File: config.mk
export PLATFORM = sky130hd
export DESIGN_NAME = apb_master_bridge
export DESIGN_NICKNAME = d
export VERILOG_FILES = /design/src/rtl/apb_master_bridge.sv
export SDC_FILE = /design/constraint.sdc
export NUM_CORES = 1
export LEC_CHECK = 0
export ABC_CLOCK_PERIOD_IN_PS = 1550
export CORE_UTILIZATION = 40
export CTS_BUF_LIST = sky130_fd_sc_hd__clkbuf_8
export CTS_CLUSTER_SIZE = 10
export DETAILED_ROUTE_END_ITERATION = 10
export PLACE_DENSITY = 0.79
export SYNTH_ARGS = -nofsm -noshare
export SYNTH_HDL_FRONTEND = slang
export SYNTH_SLANG_ARGS = --single-unit
export TNS_END_PERCENT = 5
File: constraint.sdc
create_clock -name PCLK -period 1.55 [get_ports PCLK]
set_input_delay 0.465 -clock PCLK [delete_from_list [all_inputs] [get_ports PCLK]]
set_output_delay 0.465 -clock PCLK [all_outputs]
set_load 0.03 [all_outputs]
File: src/rtl/apb_master_bridge.sv
// Single-outstanding command-to-APB master: IDLE -> SETUP -> ACCESS -> RESP.
// Every APB and rsp_* output is a flop; a wait counter aborts hung ACCESS phases.
module apb_master_bridge #(
  parameter int ADDR_WIDTH = 10,
  parameter int DATA_WIDTH = 32,
  parameter int STRB_WIDTH = DATA_WIDTH / 8,
  parameter int TIMEOUT    = 16
) (
  input  logic                  PCLK,
  input  logic                  PRESETn,
  input  logic                  cmd_valid,
  output logic                  cmd_ready,
  input  logic [ADDR_WIDTH-1:0] cmd_addr,
  input  logic                  cmd_write,
  input  logic [DATA_WIDTH-1:0] cmd_wdata,
  input  logic [STRB_WIDTH-1:0] cmd_strb,
  output logic                  rsp_valid,
  input  logic                  rsp_ready,
  output logic [DATA_WIDTH-1:0] rsp_rdata,
  output logic                  rsp_err,
  output logic                  rsp_timeout,
  output logic                  PSEL,
  output logic                  PENABLE,
  output logic                  PWRITE,
  output logic [ADDR_WIDTH-1:0] PADDR,
  output logic [DATA_WIDTH-1:0] PWDATA,
  output logic [STRB_WIDTH-1:0] PSTRB,
  input  logic                  PREADY,
  input  logic [DATA_WIDTH-1:0] PRDATA,
  input  logic                  PSLVERR
);
  typedef enum logic [1:0] {S_IDLE, S_SETUP, S_ACCESS, S_RESP} state_t;
  localparam logic [7:0] TO_CNT = 8'(TIMEOUT);

  state_t     r_state, w_next;
  logic [7:0] r_wait_cnt;
  logic       w_accept, w_done, w_abort;

  assign w_accept = cmd_valid & cmd_ready;
  assign w_done   = (r_state == S_ACCESS) & PREADY;
  // PREADY on the TIMEOUT cycle completes normally rather than aborting
  assign w_abort  = (r_state == S_ACCESS) & ~PREADY & (r_wait_cnt == TO_CNT);

  always_ff @(posedge PCLK or negedge PRESETn) begin
    if (!PRESETn) r_state <= S_IDLE;
    else          r_state <= w_next;
  end

  always_comb begin
    w_next = r_state;
    case (r_state)
      S_IDLE:   if (w_accept)          w_next = S_SETUP;
      S_SETUP:                         w_next = S_ACCESS;
      S_ACCESS: if (w_done || w_abort) w_next = S_RESP;
      S_RESP:   if (rsp_ready)         w_next = S_IDLE;
      default:                         w_next = S_IDLE;
    endcase
  end

  // Outputs are decoded from the next state so they are flops yet line up with it
  always_ff @(posedge PCLK or negedge PRESETn) begin
    if (!PRESETn) begin
      cmd_ready   <= 1'b0;
      PSEL        <= 1'b0;
      PENABLE     <= 1'b0;
      PWRITE      <= 1'b0;
      PADDR       <= '0;
      PWDATA      <= '0;
      PSTRB       <= '0;
      rsp_valid   <= 1'b0;
      rsp_rdata   <= '0;
      rsp_err     <= 1'b0;
      rsp_timeout <= 1'b0;
      r_wait_cnt  <= 8'd0;
    end else begin
      cmd_ready <= (w_next == S_IDLE);
      PSEL      <= (w_next == S_SETUP) || (w_next == S_ACCESS);
      PENABLE   <= (w_next == S_ACCESS);
      rsp_valid <= (w_next == S_RESP);

      if (r_state == S_SETUP)       r_wait_cnt <= 8'd1;
      else if (r_state == S_ACCESS) r_wait_cnt <= r_wait_cnt + 8'd1;

      if (w_accept) begin
        PADDR  <= cmd_addr;
        PWRITE <= cmd_write;
        PWDATA <= cmd_write ? cmd_wdata : '0;
        PSTRB  <= cmd_write ? cmd_strb  : '0;
      end

      if (w_done) begin
        rsp_rdata   <= PWRITE ? '0 : PRDATA;
        rsp_err     <= PSLVERR;
        rsp_timeout <= 1'b0;
      end else if (w_abort) begin
        rsp_rdata   <= '0;
        rsp_err     <= 1'b1;
        rsp_timeout <= 1'b1;
      end
    end
  end
endmodule

# == After elaboration in Yosys (flattened, before gate mapping) ==
# Cells that the tools add are included.
# W data, S select, Z words.
# word_totals
input_bits,85
output_inout_bits,85
reg_bits,95
word_cells,46
# op_classes
bitwise_logic,5
n_eq_ne,7
n_addsub,1
n_reduce_logical,6
n_mux,14
# op_table
cell,n
$mux W32,4
$mux W8,2
$add A8 B1 Y8 const B,1
$eq A2 B2 Y1 const B,4
$eq A8 B5 Y1 const B,1
$pmux W2 S4,1
$mux W2,3
$and A1 B1 Y1,4
$eq A2 B1 Y1 const B,2
$logic_not A2 Y1,2
$mux W4,1
$reduce_bool A2 Y1,2
$mux W1,3
$logic_or A1 B1 Y1,2
$not A1 Y1,1

# == Depth between registers and ports, before layout ==
# logic_depth
word_depth,8
ltp_mapped,7
ltp_nobuf,6

# == Worst setup path after synthesis ==
# Ideal clock, no wire load.
# synth_path
kind,register to register
from,register cmd_ready
to,register PSEL
setup_time_ps,126
path_buffers,3
stages_incl_launch_ff,7
t_arrival_ps,1597
period_less_slack_ps,1723
t_required_ps,1424
slack_ps,-173
path_cell_list,dfrtp_1 -> and2_1 -> clkbuf_1 -> buf_2 -> buf_2 -> o22ai_1 -> ha_1
# synth_between
elab_chain_len,5
word_cells_on_any_way,6
# synth_lines
element,line_no,text
from (decl),12,"output logic cmd_ready,"
from (signal assigned),76,cmd_ready <= (w_next == S_IDLE);
$and A1 B1 Y1 *,39,assign w_accept = cmd_valid & cmd_ready;
$mux W2 *,52,S_IDLE: if (w_accept) w_next = S_SETUP;
$pmux W2 S4 *,51,case (r_state)
net w_next[1],35,"state_t r_state, w_next;"
$eq A2 B1 Y1 or $eq A2 B2 Y1 (tied branches),77,PSEL <= (w_next == S_SETUP) || (w_next == S_ACCESS);
$logic_or A1 B1 Y1 *,77,
to (signal assigned),77,
to (decl),22,"output logic PSEL,"
# Mark *: on every way through the listed nets, which the timed path passes. The rest lies on a longest branch.
# A chain may end at the register's enable or synchronous reset.

# == Worst setup path in the final report ==
# layout_path
from,register r_state[0]
to,register cmd_ready
# layout_between
elab_chain_len,7
word_cells_on_any_way,13
# layout_lines
element,line_no,text
from (decl),35,
from (signal assigned),46,else r_state <= w_next;
$eq A2 B2 Y1,"40, 42, 51",
$and A1 B1 Y1 (2 in a row),42,assign w_abort = (r_state == S_ACCESS) & ~PREADY & (r_wait_cnt == TO_CNT);
$logic_or A1 B1 Y1,54,S_ACCESS: if (w_done || w_abort) w_next = S_RESP;
$mux W2,54,
$pmux W2 S4 *,51,
$logic_not A2 Y1 *,76,
# Every way passes the cells marked *; elsewhere a longest branch is shown, timed or not.

==> flow_summary_export.csv <==
group,metric,value,unit
synth,synth_top_area_share,0.579,
min_path,min_path_type,"flop to flop",
finish,nets,681,
global_routing,grt_pass1_vias,3511,
finish,multi_input_area,0.00168,mm2
drt,drcViolationCount,0,
power_and_ir_drop,powerDensity,1980,mW/mm2
finish,diodes,0,
critical_path,rr_startpoint,"r_state[0]",
synth,synth_ff_type,"dfrtp_1",
drt,finalWirelength,11100,um
global_routing,busiest_layer,"met2",
placed_design,placed_cells,705,
sta,finClkSkew,0.00809,ns
critical_path,r2r_setup_slack,-0.15,ns
critical_path,start_kind,"flop",
sta,rsz0062_at_grt,"true",
min_path,hold_end,"PWDATA[10]",
clock_tree,h-tree-depth,3,
finish,final_common_cell,"nand2_1",
finish,instances_no_fill,724,
drt,wl_per_cell,15.3,um
finish,postLayoutCellArea,0.00666,mm2
synth,yosys_warnings,0,
critical_path,critPathKind,"flop to flop",
placed_design,dp.final_hpwl,7970,um
sta,holdWs,0.471,ns
sta,final_max_slew_viol_count,0,
finish,final_cell_mix,"nand2_1 (111), dfrtp_1 (93), clkdlybuf4s50_1 (83)",
clock_tree,clock-root-buffer,"clkbuf_8",
synth,synth.area.top_cells,"dfrtp_1 (58%), nand2_1 (10%), a31o_1 (6.8%)",
global_routing,grt_use_met3,0.0840,
global_routing,grt_remaining_overflow,0,
critical_path,arrival,1.94,ns
die,die_area,0.0107,mm2
critical_path,worstPathRequired,1.80,ns
global_routing,grt_pass1_wl,17100,um
synth,synth_cell_types,35,
synth,yosysSeqAreaShare,0.579,
critical_path,slowest_delay,0.41,ns
synth,async_flop_share,1.00,
synth,syn_area,0.00411,mm2
clock_tree,cts_made_buffers,9,
die,initial_core_util,0.416,
outcome,status,"complete, but fails checks",
clock_tree,clock_sinks,95,
sta,post-route-min-period,1.70,ns
power_and_ir_drop,irDropWorstVdd,0.000985,V
flow_run,maxCapViolCount,0,
global_routing,grt.met2_usage,0.366,
sta,fin_ws,-0.147,ns
placed_design,place_congestion,0.785,
clock_tree,clkTransAtPathRegs,0.09,ns
clock_tree,clock_latency,0.35,ns
finish,fin_util,0.675,
finish,areaGrowthSynthToFinish,62.2,%
finish,drive_above_1_share,0.277,
min_path,hp-start,"PWDATA[10]",
synth,synth-seq-cells,95,
placed_design,pre_cts_ws,-0.340,ns
global_routing,grt_use_met1,0.240,
sta,fin_tns_setup,-1.57,ns
global_routing,grt_max_degree,45,
synth,synth_edf_count,0,
drt,dr.pass1.iters,4,
global_routing,gr-usage-all-layers,0.212,
synth,syn_inst,399,
sta,timing.fmax,589,MHz
clock_tree,cts_tree,"built",
min_path,whs_path_depth,2,
critical_path,r2r_cells,6,
drt,viasPerCell,5.02,
die,die_y,103,um
critical_path,crit_chain,"inv_2 -> ha_4 -> and4bb_2 -> a21oi_4 -> o311a_1 -> ha_2",
sta,worstMarginPinSlew,0.279,ns
critical_path,slowest_stage,"dfrtp_1",
sta,hold_viol,0,
sta,max-slew-margin-rel,0.811,
critical_path,worstSetupEndpointType,"flop",
die,boundaryPins,170,
critical_path,reg2reg_to,"cmd_ready",
sta,setup_viol,38,
critical_path,cp_max_fo,3,
synth,yosys.area.top_type,"dfrtp_1",
drt,drtIter0Drc,129,
die,die_w,103,um
finish,layout.filler_cells,759,
die,core,0.00986,mm2
finish,seqCellArea,0.00238,mm2
placed_design,place_area,0.00625,mm2
power_and_ir_drop,total_power,13.2,mW
die,rows,36,
drt,antenna_left,0,
clock_tree,cts_buffer_depth,2,
outcome,violations,"setup timing",
global_routing,antenna_found_initial,0,
critical_path,crit_buf_inv,1,
synth,syn_avg_cell_area,10.3,um2
synth,synth_fp_nets,494,
power_and_ir_drop,p_leak,2.99,nW
sta,period_share,1.10,
drt,vias,3631,
placed_design,portBuffers,169,
critical_path,critical-path-top-delay-family,"compound AO/OA/AOI/OAI gates",
kinds of logic after synthesis:
logic type | count (synthesis) | share of synthesized area
buffers and inverters | 37 | 0.0405
xor gates and xnor gates | 1 | 0.00213
adders and majority gates | 10 | 0.0305
DFF | 95 | 0.579
AOI/OAI and AO/OA | 58 | 0.106
and+or+nand+nor | 198 | 0.241
worst register-to-register path, delay by kind of cell, from the launching register on:
kind                       cells  cell delay [ns]
AOI/OAI and AO/OA              2             0.47
buffers and inverters          1             0.10
and+or+nand+nor                1             0.28
DFF                            1             0.41
adders and majority gates      2             0.33
cell usage after synthesis (all sizes together) (2+ instances only):
library cell	number
nor3b	32
inv	7
nor2b	3
ha	10
o311ai	2
dfrtp	95
clkbuf	19
a21oi	8
a31o	32
o21ai	9
buf	11
nand4	2
nor2	3
nand2	113
and2	2
nand3	37
report_power, final:
part	total (mW)	internal (mW)	switching [mW]
clock network	1.62	0.788	0.836
registers	4.27	3.56	0.707
logic	7.31	3.18	4.13
total	13.2	7.53	5.67
cell type report:
class,count,area share
Sequential cell,95,0.357
Timing Repair Buffer,206,0.331
Multi-Input combinational cell,267,0.253
Tap cell,133,0.0250
Clock buffer,10,0.0207
Clock inverter,6,0.00902
Inverter,7,0.00395
how the worst max path moves through the flow:
stage	startpoint	end	slack, ns	cells after the start
after floorplan	r_wait_cnt[0]	PSEL	-0.13	6
after CTS	r_state[0]	PENABLE	-0.12	6
after detailed placement	cmd_valid	PSEL	-0.34	5
final	r_state[0]	cmd_ready	-0.15	6
after global routing	r_state[0]	PENABLE	-0.21	6
after global placement	cmd_valid	PSEL	-0.32	5
repair_timing:
action,4_1_cts,5_1_grt
hold buffers,1,0
endpoints found under the hold margin,14,0
resized for setup,227,16
pin swaps,11,13
setup buffers,0,2
endpoints found under the setup margin,113,68
registers in the layout, indices dropped and copies added, names as in the netlist:
name,cells
PWRITE,1
cmd_ready,1
PSEL,1
rsp_valid,1
PENABLE,1
r_wait_cnt,8
PADDR,10
rsp_timeout,1
rsp_rdata,32
PWDATA,32
PSTRB,4
rsp_err,1
r_state,2
routing by layer:
layer	vias to the layer above	part of all wire
met3	8	0.099
met5	-	0
met2	152	0.49
met4	0	0.012
li1	1733	-
met1	1738	0.40
No activity file was read; power rests on OpenSTA's default activity.
